File: config.mk
export PLATFORM = sky130hd
export DESIGN_NAME = fifo_uart_tx
export DESIGN_NICKNAME = d
export VERILOG_FILES = /design/src/rtl/fifo_uart_tx_pkg.sv /design/src/rtl/fifo_uart_tx_baud_tick.sv /design/src/rtl/fifo_uart_tx.sv
export SDC_FILE = /design/constraint.sdc
export NUM_CORES = 1
export LEC_CHECK = 0
export BUFFER_PORTS_ARGS = -buffer_cell sky130_fd_sc_hd__buf_2
export CELL_PAD_IN_SITES_DETAIL_PLACEMENT = 0
export CELL_PAD_IN_SITES_GLOBAL_PLACEMENT = 2
export CORE_MARGIN = 2
export CORE_UTILIZATION = 33
export DETAILED_ROUTE_END_ITERATION = 8
export PLACE_DENSITY = 0.79
export SETUP_SLACK_MARGIN = 0.5
export SLEW_MARGIN = 0
export SYNTH_ARGS = -nofsm -noshare
export SYNTH_HDL_FRONTEND = slang
export SYNTH_SLANG_ARGS = --single-unit
File: constraint.sdc
create_clock -name clk -period 2.1 [get_ports clk]
set_input_delay 0.315 -clock clk [delete_from_list [all_inputs] [get_ports clk]]
set_output_delay 0.315 -clock clk [all_outputs]
set_load 0.1 [all_outputs]
File: src/rtl/fifo_uart_tx_pkg.sv
// Shared types and constants for the FIFO-fed UART transmitter.
// Holds the FSM state encoding, the data width and the baud divisor helper.
package fifo_uart_tx_pkg;

    localparam int DATA_W = 8;

    typedef enum logic [2:0] {
        IDLE  = 3'd0,
        READ  = 3'd1,
        LOAD  = 3'd2,
        START = 3'd3,
        DATA  = 3'd4,
        STOP  = 3'd5
    } state_e;

    // Integer division; the remainder is deliberately dropped.
    function automatic int calc_div(input int clk_freq, input int baud);
        return clk_freq / baud;
    endfunction

endpackage

File: src/rtl/fifo_uart_tx_baud_tick.sv
// Bit-period counter: counts 0..DIV-1, wraps, and flags the last cycle.
// A synchronous clear restarts the period so every bit is exactly DIV cycles.
module uart_baud_tick #(
    parameter int DIV = 868
) (
    input  logic clk,
    input  logic rst,
    input  logic clr_i,
    output logic tick_o
);
    localparam int CW = (DIV > 1) ? $clog2(DIV) : 1;

    logic [CW-1:0] cnt_q, cnt_d;

    assign tick_o = (cnt_q == CW'(DIV - 1));

    always_comb begin
        cnt_d = cnt_q + 1'b1;
        if (clr_i || tick_o)
            cnt_d = '0;
    end

    always_ff @(posedge clk or posedge rst) begin
        if (rst)
            cnt_q <= '0;
        else
            cnt_q <= cnt_d;
    end

endmodule

File: src/rtl/fifo_uart_tx.sv
// 8N1 UART transmitter that pulls bytes from an upstream FIFO.
// One byte per frame: READ strobes the FIFO, LOAD captures its data, then start/data/stop.
module fifo_uart_tx
    import fifo_uart_tx_pkg::*;
#(
    parameter int CLK_FREQ  = 100_000_000,
    parameter int BAUD      = 115_200,
    parameter int STOP_BITS = 1
) (
    input  logic              clk,
    input  logic              rst,
    input  logic              en,
    input  logic              fifo_empty,
    input  logic [DATA_W-1:0] fifo_data,
    output logic              fifo_ren,
    output logic              tx,
    output logic              busy,
    output logic              frame_done
);
    localparam int DIV = calc_div(CLK_FREQ, BAUD);

    state_e            state_q, state_d;
    logic [DATA_W-1:0] shreg_q, shreg_d;
    logic [2:0]        bit_cnt_q, bit_cnt_d;
    logic              tx_q, tx_d;
    logic              ren_q, ren_d;
    logic              done_c;
    logic              tick, baud_clr;

    // Hold the period counter at zero while idle and restart it on every state change.
    assign baud_clr = (state_d != state_q) || (state_q == IDLE);

    uart_baud_tick #(.DIV(DIV)) u_baud (
        .clk    (clk),
        .rst    (rst),
        .clr_i  (baud_clr),
        .tick_o (tick)
    );

    always_comb begin
        state_d   = state_q;
        shreg_d   = shreg_q;
        bit_cnt_d = bit_cnt_q;
        tx_d      = tx_q;
        ren_d     = 1'b0;
        done_c    = 1'b0;
        case (state_q)
            IDLE: begin
                if (en && !fifo_empty) begin
                    state_d = READ;
                    ren_d   = 1'b1;
                end
            end
            READ: state_d = LOAD;
            LOAD: begin
                shreg_d   = fifo_data;
                bit_cnt_d = '0;
                tx_d      = 1'b0;
                state_d   = START;
            end
            START: begin
                if (tick) begin
                    tx_d    = shreg_q[0];
                    state_d = DATA;
                end
            end
            DATA: begin
                if (tick) begin
                    if (bit_cnt_q == 3'd7) begin
                        bit_cnt_d = '0;
                        tx_d      = 1'b1;
                        state_d   = STOP;
                    end else begin
                        shreg_d   = shreg_q >> 1;
                        bit_cnt_d = bit_cnt_q + 3'd1;
                        tx_d      = shreg_q[1];
                    end
                end
            end
            STOP: begin
                // bit_cnt is reused here to count stop bits.
                if (tick) begin
                    if (bit_cnt_q == 3'(STOP_BITS - 1)) begin
                        done_c  = 1'b1;
                        state_d = IDLE;
                    end else begin
                        bit_cnt_d = bit_cnt_q + 3'd1;
                    end
                end
            end
            default: begin
                tx_d    = 1'b1;
                state_d = IDLE;
            end
        endcase
    end

    always_ff @(posedge clk or posedge rst) begin
        if (rst) begin
            state_q   <= IDLE;
            shreg_q   <= '0;
            bit_cnt_q <= '0;
            tx_q      <= 1'b1;
            ren_q     <= 1'b0;
        end else begin
            state_q   <= state_d;
            shreg_q   <= shreg_d;
            bit_cnt_q <= bit_cnt_d;
            tx_q      <= tx_d;
            ren_q     <= ren_d;
        end
    end

    assign fifo_ren   = ren_q;
    assign tx         = tx_q;
    assign busy       = (state_q != IDLE);
    assign frame_done = done_c;

endmodule

# ---- Word level (Yosys, flattened, before mapping)
# Cells that the tools add are included.
dict set report word_totals {
  reg_bits 26
  ram_bits 0
  latch_bits 0
  inputBits 12
  out_inout_bits 4
  romBits 0
  mem_count 0
  elab_cells 60
}
dict set report op_classes {
  mul 0
  n_div 0
  order_cmp 0
  add_sub_neg 2
  bitwise 1
  reduce_logical 13
  n_mux 25
  n_eq_ne 13
  shifts 0
}
# op n
set ops {}
lappend ops {{3-bit 2-to-1 mux} 10}
lappend ops {{3-bit one-hot mux with 6 select lines} 1}
lappend ops {{8-bit 2-to-1 mux} 2}
lappend ops {{8-bit one-hot mux with 2 select lines} 1}
lappend ops {{10-bit by 1-bit adder with 10-bit output (second input constant)} 1}
lappend ops {{10-bit equality test (second input constant)} 1}
lappend ops {{10-bit 2-to-1 mux} 1}
lappend ops {{3-bit equality test (second input constant)} 3}
lappend ops {{3-bit one-hot mux with 3 select lines} 1}
lappend ops {{1-bit 2-to-1 mux} 8}
lappend ops {{3-bit by 2-bit equality test with 1-bit output (second input constant)} 2}
lappend ops {{3-bit logical NOT} 2}
lappend ops {{2-bit by 1-bit inequality test with 1-bit output (second input constant)} 3}
lappend ops {{3-bit AND reduction} 2}
lappend ops {{3-bit nonzero test} 2}
lappend ops {{2-bit inequality test (second input constant)} 2}
lappend ops {{1-bit one-hot mux with 4 select lines} 1}
lappend ops {{4-bit AND reduction} 1}
lappend ops {{3-bit by 1-bit adder with 3-bit output (second input constant)} 1}
lappend ops {{3-bit by 1-bit equality test with 1-bit output (second input constant)} 1}
lappend ops {{3-bit inequality test} 1}
lappend ops {{3-bit OR reduction} 1}
lappend ops {{1-bit logical OR} 2}
lappend ops {{2-bit nonzero test} 1}
lappend ops {{other kinds (3)} 3}

# ---- Logic depth before layout (Yosys ltp)
# Gate-level depths: netlist of the first run.
dict set report logic_depth {
  depth_word 8
  ltp_mapped 6
  ltp_nobuf 6
}

# ---- Modules after synthesis
# From an unflattened synthesis of the first run, not the netlist that was laid out.
dict set report unflattened {
  cells_unflattened 155
  hier_area_um2 1501.4
}
# module seq_area_each_um2 n_inst cells_each area_per_inst_um2
set by_module_without_submodules {}
lappend by_module_without_submodules {fifo_uart_tx 401.6 1 98 932.1}
lappend by_module_without_submodules {uart_baud_tick 250.2 1 57 569.3}

# ---- Worst setup path after synthesis of the first run
# OpenSTA, ideal clock, no wires.
dict set report synth_timing {
  kind {register to output}
  startpoint {register u_baud.cnt_q[0]}
  endpoint {output frame_done}
  arrival_time_ns 2.592
  t_required_ns 1.785
  stages_incl_launch_ff 6
  path_buffers 0
  setup_slack_ns -0.807
  path_cell_list {dfrtp_1 ha_1 nor3b_2 nor4b_2 nand2_1 nor2_1}
}
dict set report synth_via {
  elab_chain_len 3
}
# element line_no
set synth_lines {}
lappend synth_lines {{start, declared} fifo_uart_tx_baud_tick.sv:13} ;# logic [CW-1:0] cnt_q, cnt_d;
lappend synth_lines {{start signal, assigned} fifo_uart_tx_baud_tick.sv:27} ;# cnt_q <= cnt_d;
lappend synth_lines {{10-bit equality test} fifo_uart_tx_baud_tick.sv:15} ;# assign tick_o = (cnt_q == CW'(DIV - 1));
lappend synth_lines {{1-bit 2-to-1 mux} fifo_uart_tx.sv:82} ;# if (tick) begin
lappend synth_lines {{1-bit 2-to-1 mux} fifo_uart_tx.sv:47} ;# case (state_q)
lappend synth_lines {{end, declared} fifo_uart_tx.sv:18} ;# output logic frame_done
# Every way passes these cells.

# ---- Worst setup path after layout of the first run
# Ends and elaborated chain as after synthesis.

==> results of run 1 <==
-- per-layer routing --
| layer | vias up | global-route usage [%] | wire [um] |
|---|---|---|---|
| met4 | 0 | 5.66 | 66 |
| met5 | - | 0 | 0 |
| met3 | 6 | 2.47 | 81 |
| met1 | 541 | 18.9 | 1480 |
| met2 | 17 | 21.2 | 1590 |
| li1 | 565 | - | - |
-- power groups by stage --
stage          combinational, uW  clock [uW]  sequential, uW
6_report                     431         301             683
3_3_place_gp                 303           0             677
5_1_grt                      486         333             694
2_1_floorplan                222           0             664
4_1_cts                      363         308             682
3_5_place_dp                 322           0             685
-- per-stage QoR --
stage	power [uW]	TNS, ns	area, um^2
6_report	1410	-0.0223	2020
5_1_grt	1510	-0.864	2020
4_1_cts	1350	-0.119	1870
3_5_place_dp	1010	-0.319	1680
3_3_place_gp	980	0	1680
2_1_floorplan	887	-0.443	1450
-- cell usage after synthesis (2+ instances only) --
library cell | count | area share, %
nor2_1 | 14 | 3.7
inv_1 | 6 | 1.6
nand4_1 | 4 | 1.8
nor3b_1 | 2 | 1.1
xnor2_1 | 2 | 1.2
and3_1 | 3 | 1.3
xor2_1 | 6 | 3.7
ha_1 | 4 | 3.5
mux2_1 | 2 | 1.6
dfrtp_1 | 25 | 44
nand3_1 | 4 | 1.4
a21oi_1 | 3 | 1.1
clkbuf_1 | 5 | 1.3
o21ai_0 | 4 | 1.4
mux2_2 | 13 | 10
o211ai_1 | 2 | 1.1
nand2b_1 | 4 | 1.8
nand2_1 | 8 | 2.1
nor2b_1 | 4 | 1.8
a31oi_1 | 2 | 0.88
-- what timing repair did --
item / 4_1_cts / 5_1_grt
resized for setup: 20 / 24
cloned: 1 / 0
setup buffers: 11 / 9
hold buffers: 0 / 0
pin swaps: 5 / 15
endpoints found under the setup margin: 27 / 27
-- worst max-delay path by stage --
stage,to
after floorplan,shreg_q[1]$_DFFE_PP0P_
after global placement,shreg_q[2]$_DFFE_PP0P_
after detailed placement,shreg_q[2]$_DFFE_PP0P_
after CTS,shreg_q[4]$_DFFE_PP0P_
after global routing,frame_done
final,frame_done
-- flip-flops by register name, indices dropped and copies added, names as in the netlist --
name	cells
tx	1
shreg_q	8
u_baud.cnt_q	10
state_q	3
fifo_ren	1
bit_cnt_q	3
-- worst reg2reg max path: stages, from the launching register on --
cell	delay, ns
dfrtp_1	0.36
ha_2	0.18
nor3b_4	0.18
or4b_4	0.51
o41ai_4	0.24
buf_6	0.20
mux2_4	0.31
-- layout make-up --
class                      instances  area, um^2
sequential                        26         653
tap                               50        62.6
fill                             388        2040
inverter                           6        22.5
timing repair buffer              49         398
multi-input combinational         97         840
clock buffer                       4        45.0
-- cell families after synthesis --
kind of cell               synth area share [%]
DFF                                        46.0
AOI/OAI and AO/OA                          8.56
and+or+nand+nor                            20.8
muxes                                      12.6
xor gates and xnor gates                   4.94
adders and majority gates                  3.53
buffers and inverters                      3.53
==> results.ini, run 1 <==
[global_routing]
grt_pass1_vias = 1138
grt_pass1_wl_um = 5370
grt_max_degree = 17
antenna_found_initial = 0
grt_overflow = 0
grt_usage_pct = 13.7

[final_layout]
fin_util_pct = 49.8
layout-drive-gt1-share_pct = 50.0
final_nets = 199
layout.cells.non_filler = 232
final_cell_mix = dfrtp_1 (24), buf_4 (24), buf_2 (13)
area_growth_pct = 42.5
antenna_cells = 0

[clock_network]
numCtsBuffers = 3
clock_latency_ns = 0.28
cts_tree = yes
cts_htree_levels = 1
clockBufferDepth = 2
numClockSinks = 26
clk_pin_slew_worst_paths_ns = 0.10
root_buffer = clkbuf_8

[timing]
fin_skew_ns = 0.0150
tightestPinTransition_ns = 0.595
slew_headroom_pct = 60.3
finalWorstSetupSlack_ns = -0.0223
holdWs_ns = 0.0842
fmax_mhz = 471
finalHoldViolCount = 0
drv_slew = 0
rsz0062_at_grt = yes
period_needed_ns = 2.12
setup_viol = 1
period_share_pct = 101

[route]
drt-initial-drc-count = 56
dr.pass1.iters = 4
vias_per_cell = 4.87
ant_nets = 0
dr_total_vias = 1129
routedWlPerCell_um = 13.9
drt_wl_total_um = 3220
drc = 0

[logic_synthesis]
synth_ff_type = dfrtp_1
ys_ff_latch = 26
syn-instance-count = 135
ys_seq_area_share_pct = 46.0
yosys_warnings = 0
synth_area_mm2 = 0.00142
synthArstFlopShare_pct = 100
synth-edff-count = 0
synth_cell_types = 38
syn_avg_cell_area_um2 = 10.5
syn_nets = 151

[setup_path]
reg2reg_to = shreg_q[2]$_DFFE_PP0P_
critical_path.slowest_cell = dfrtp_1
critPathMaxStageDelay_ns = 0.36
r2r_cells = 6
worstPathArrival_ns = 1.81
path_buf_inv = 2
crit_path_start_kind = register
path_delay_family = simple AND/OR/NAND/NOR gates
endpoint_kind = output port
reg2reg_slack_ns = 0.01
critPathRequiredTime_ns = 1.78
worstSetupPathType = reg -> out
cp-startpoint = u_baud.cnt_q[0]$_DFF_PP0_
crit_cells = 7
r2r_start = u_baud.cnt_q[0]$_DFF_PP0_
cp_cell_sequence = ha_2, nor3b_4, buf_4, nor4b_4, nand2_2, nor2_4, buf_12
critPathMaxFanout = 2

[job]
drv_cap = 0

[power_and_ir_drop]
leakagePower_uw = 0.000896
p_int_uw = 991
p_sw_share_pct = 29.9
power.density_mw_per_mm2 = 700
p_seq_share_pct = 48.3
combPwrFrac_pct = 30.5
switching_power_uw = 423
clkPwrFrac_pct = 21.3
ir_drop_mv = 0.398

[outcome]
failed_checks = setup timing
outcome = finished with violations

[worst_hold_path]
hp-class = in -> async

[die]
core_mm2 = 0.00406
die_height_um = 69.5
die_w_um = 69.5
rows = 23
start_util_pct = 34.9
num_io_pins = 16
dieArea_mm2 = 0.00484

[placed_design]
preCtsSetupSlack_ns = -0.0579
dp.cells = 207
place.detailed.hpwl_um = 2050
gp_congestion = 0.762
io_buffer_count = 15

Power figures use the tool's default switching activity.
==> inputs of run 2 (changes only) <==
Clock period 2.1 ns to 1.7 ns, I/O delays scaled along.
==> results.ini, run 2 (synthesis gave the netlist of run 1 again) <==
[clock_network]
clockBufferDepth = 2
numCtsBuffers = 3
cts_htree_levels = 1
numClockSinks = 26
root_buffer = clkbuf_8
clk_pin_slew_worst_paths_ns = 0.10
cts_tree = yes
clock_latency_ns = 0.28

[final_layout]
largest_register = u_baud.cnt_q
ff_latch_area_um2 = 654
largest_register_ffs = 10
antenna_cells = 0
final_cell_mix = buf_4 (38), dfrtp_1 (23), buf_2 (11)
layout-drive-gt1-share_pct = 51.3
top_regs = u_baud.cnt_q (10), shreg_q (8)
final_common_cell = buf_4
fillers = 375
area_growth_pct = 44.9
final_area_mm2 = 0.00205
multi_input_area_um2 = 821
fin_util_pct = 50.6
final_nets = 204

[die]
dieArea_mm2 = 0.00484
core_mm2 = 0.00406
die_height_um = 69.5
die_w_um = 69.5
rows = 23
start_util_pct = 34.9
num_io_pins = 16

[route]
routedWlPerCell_um = 13.5
vias_per_cell = 4.94
dr_total_vias = 1170
top_layer_used = met4
ant_nets = 0
wl_met3_um = 93
drt-initial-drc-count = 21
drt_wl_total_um = 3200
met1_length_um = 1500
routed-wl-met2_um = 1580
drc = 0
dr.pass1.iters = 4

[setup_path]
critPathMaxFanout = 2
crit_path_start_kind = register
critPathRequiredTime_ns = 1.44
worstPathArrival_ns = 1.83
worstSetupPathType = reg -> out
endpoint_kind = output port

[worst_hold_path]
hp-class = in -> async

[timing]
drv_slew = 0
period_share_pct = 123
fmax_mhz = 480
tightestPinTransition_ns = 0.348
period_needed_ns = 2.09
fin_skew_ns = 0.00227
slew_headroom_pct = 76.8
finalHoldViolCount = 0
setup_viol = 24
rsz0062_at_grt = yes
finalWorstSetupSlack_ns = -0.385

[global_routing]
grt_overflow = 0
grt_max_degree = 27
grt_pass1_wl_um = 5680
grt_usage_pct = 14.4
grt_pass1_vias = 1264
antenna_found_initial = 0

[job]
drv_cap = 0

[outcome]
outcome = finished with violations
failed_checks = setup timing

[placed_design]
io_buffer_count = 15
gp_congestion = 0.835
place.detailed.hpwl_um = 2240
placed_area_mm2 = 0.00182

[power_and_ir_drop]
power.density_mw_per_mm2 = 943
ir_drop_mv = 0.645
leakagePower_uw = 0.000938

[run 2: cell types whose count changed in the layout (fill, tap and decap cells not counted), sizes merged]
cell,delta
buf,+5
clkbuf,-1
bufinv,+1
[run 2: repair_timing]
action / in CTS / in global routing
hold buffers: 0 / 0
buffers inserted: 8 / 0
resized for setup: 18 / 13
pin swaps: 11 / 2
gates cloned: 1 / 0
hold endpoints to repair: 0 / 0
setup endpoints to repair: 30 / 29
[run 2: layout make-up]
| cell class | instances | area share, % |
|---|---|---|
| inverters | 6 | 1.10 |
| flip-flops and latches | 26 | 31.9 |
| repair buffers | 54 | 20.6 |
| clock inverters | 1 | 1.46 |
| multi-input cells | 97 | 40.0 |
| clock buffers | 3 | 2.01 |
| well taps | 50 | 3.05 |
[run 2: power by group]
| part | total [uW] | internal [uW] | switching, uW |
|---|---|---|---|
| Combinational | 585 | 343 | 242 |
| Clock | 531 | 316 | 216 |
| Sequential | 822 | 742 | 79.7 |
[run 2: path summary, 6_finish.rpt]
kind,from,to,slack [ns],cells after the start
setup / recovery,u_baud.cnt_q[0]$_DFF_PP0_,frame_done,-0.39,8
hold / removal,rst,u_baud.cnt_q[1]$_DFF_PP0_,0.04,3
setup reg to reg,u_baud.cnt_q[0]$_DFF_PP0_,shreg_q[6]$_DFFE_PP0P_,-0.37,6
hold reg to reg,shreg_q[6]$_DFFE_PP0P_,shreg_q[6]$_DFFE_PP0P_,0.50,1
max in group asynchronous,rst,tx$_DFFE_PP1P_,1.37,3
min in group clk,fifo_empty,fifo_ren$_DFF_PP0_,0.14,2
[run 2: metal layers]
layer | vias to the layer above | track usage [%]
met5 | - | 0
met4 | 0 | 3.70
met3 | 4 | 2.76
met2 | 19 | 24.7
met1 | 569 | 18.7
li1 | 578 | -
[run 2: worst max-delay path, cell delays in order (launching register included)]
cell     delay (ns)
dfrtp_1        0.37
ha_2           0.18
nor3b_4        0.17
buf_4          0.14
nor4b_4        0.18
buf_4          0.17
nand2_4        0.06
nor2_4         0.11
buf_12         0.18
[run 2: through the flow]
step | std cells | power (uW) | worst slack, ns | hold slack (ns) | setup TNS, ns
after floorplan | 135 | 1090 | -0.454 | 0.294 | -5.36
after global routing | 237 | 2060 | -0.498 | 0.0559 | -7.04
after global placement | 224 | 1260 | -0.339 | 0.327 | -4.09
after detailed placement | 224 | 1300 | -0.405 | 0.353 | -5.30
after CTS | 237 | 1910 | -0.397 | 0.0429 | -5.21
final | 237 | 1940 | -0.385 | 0.0354 | -4.81
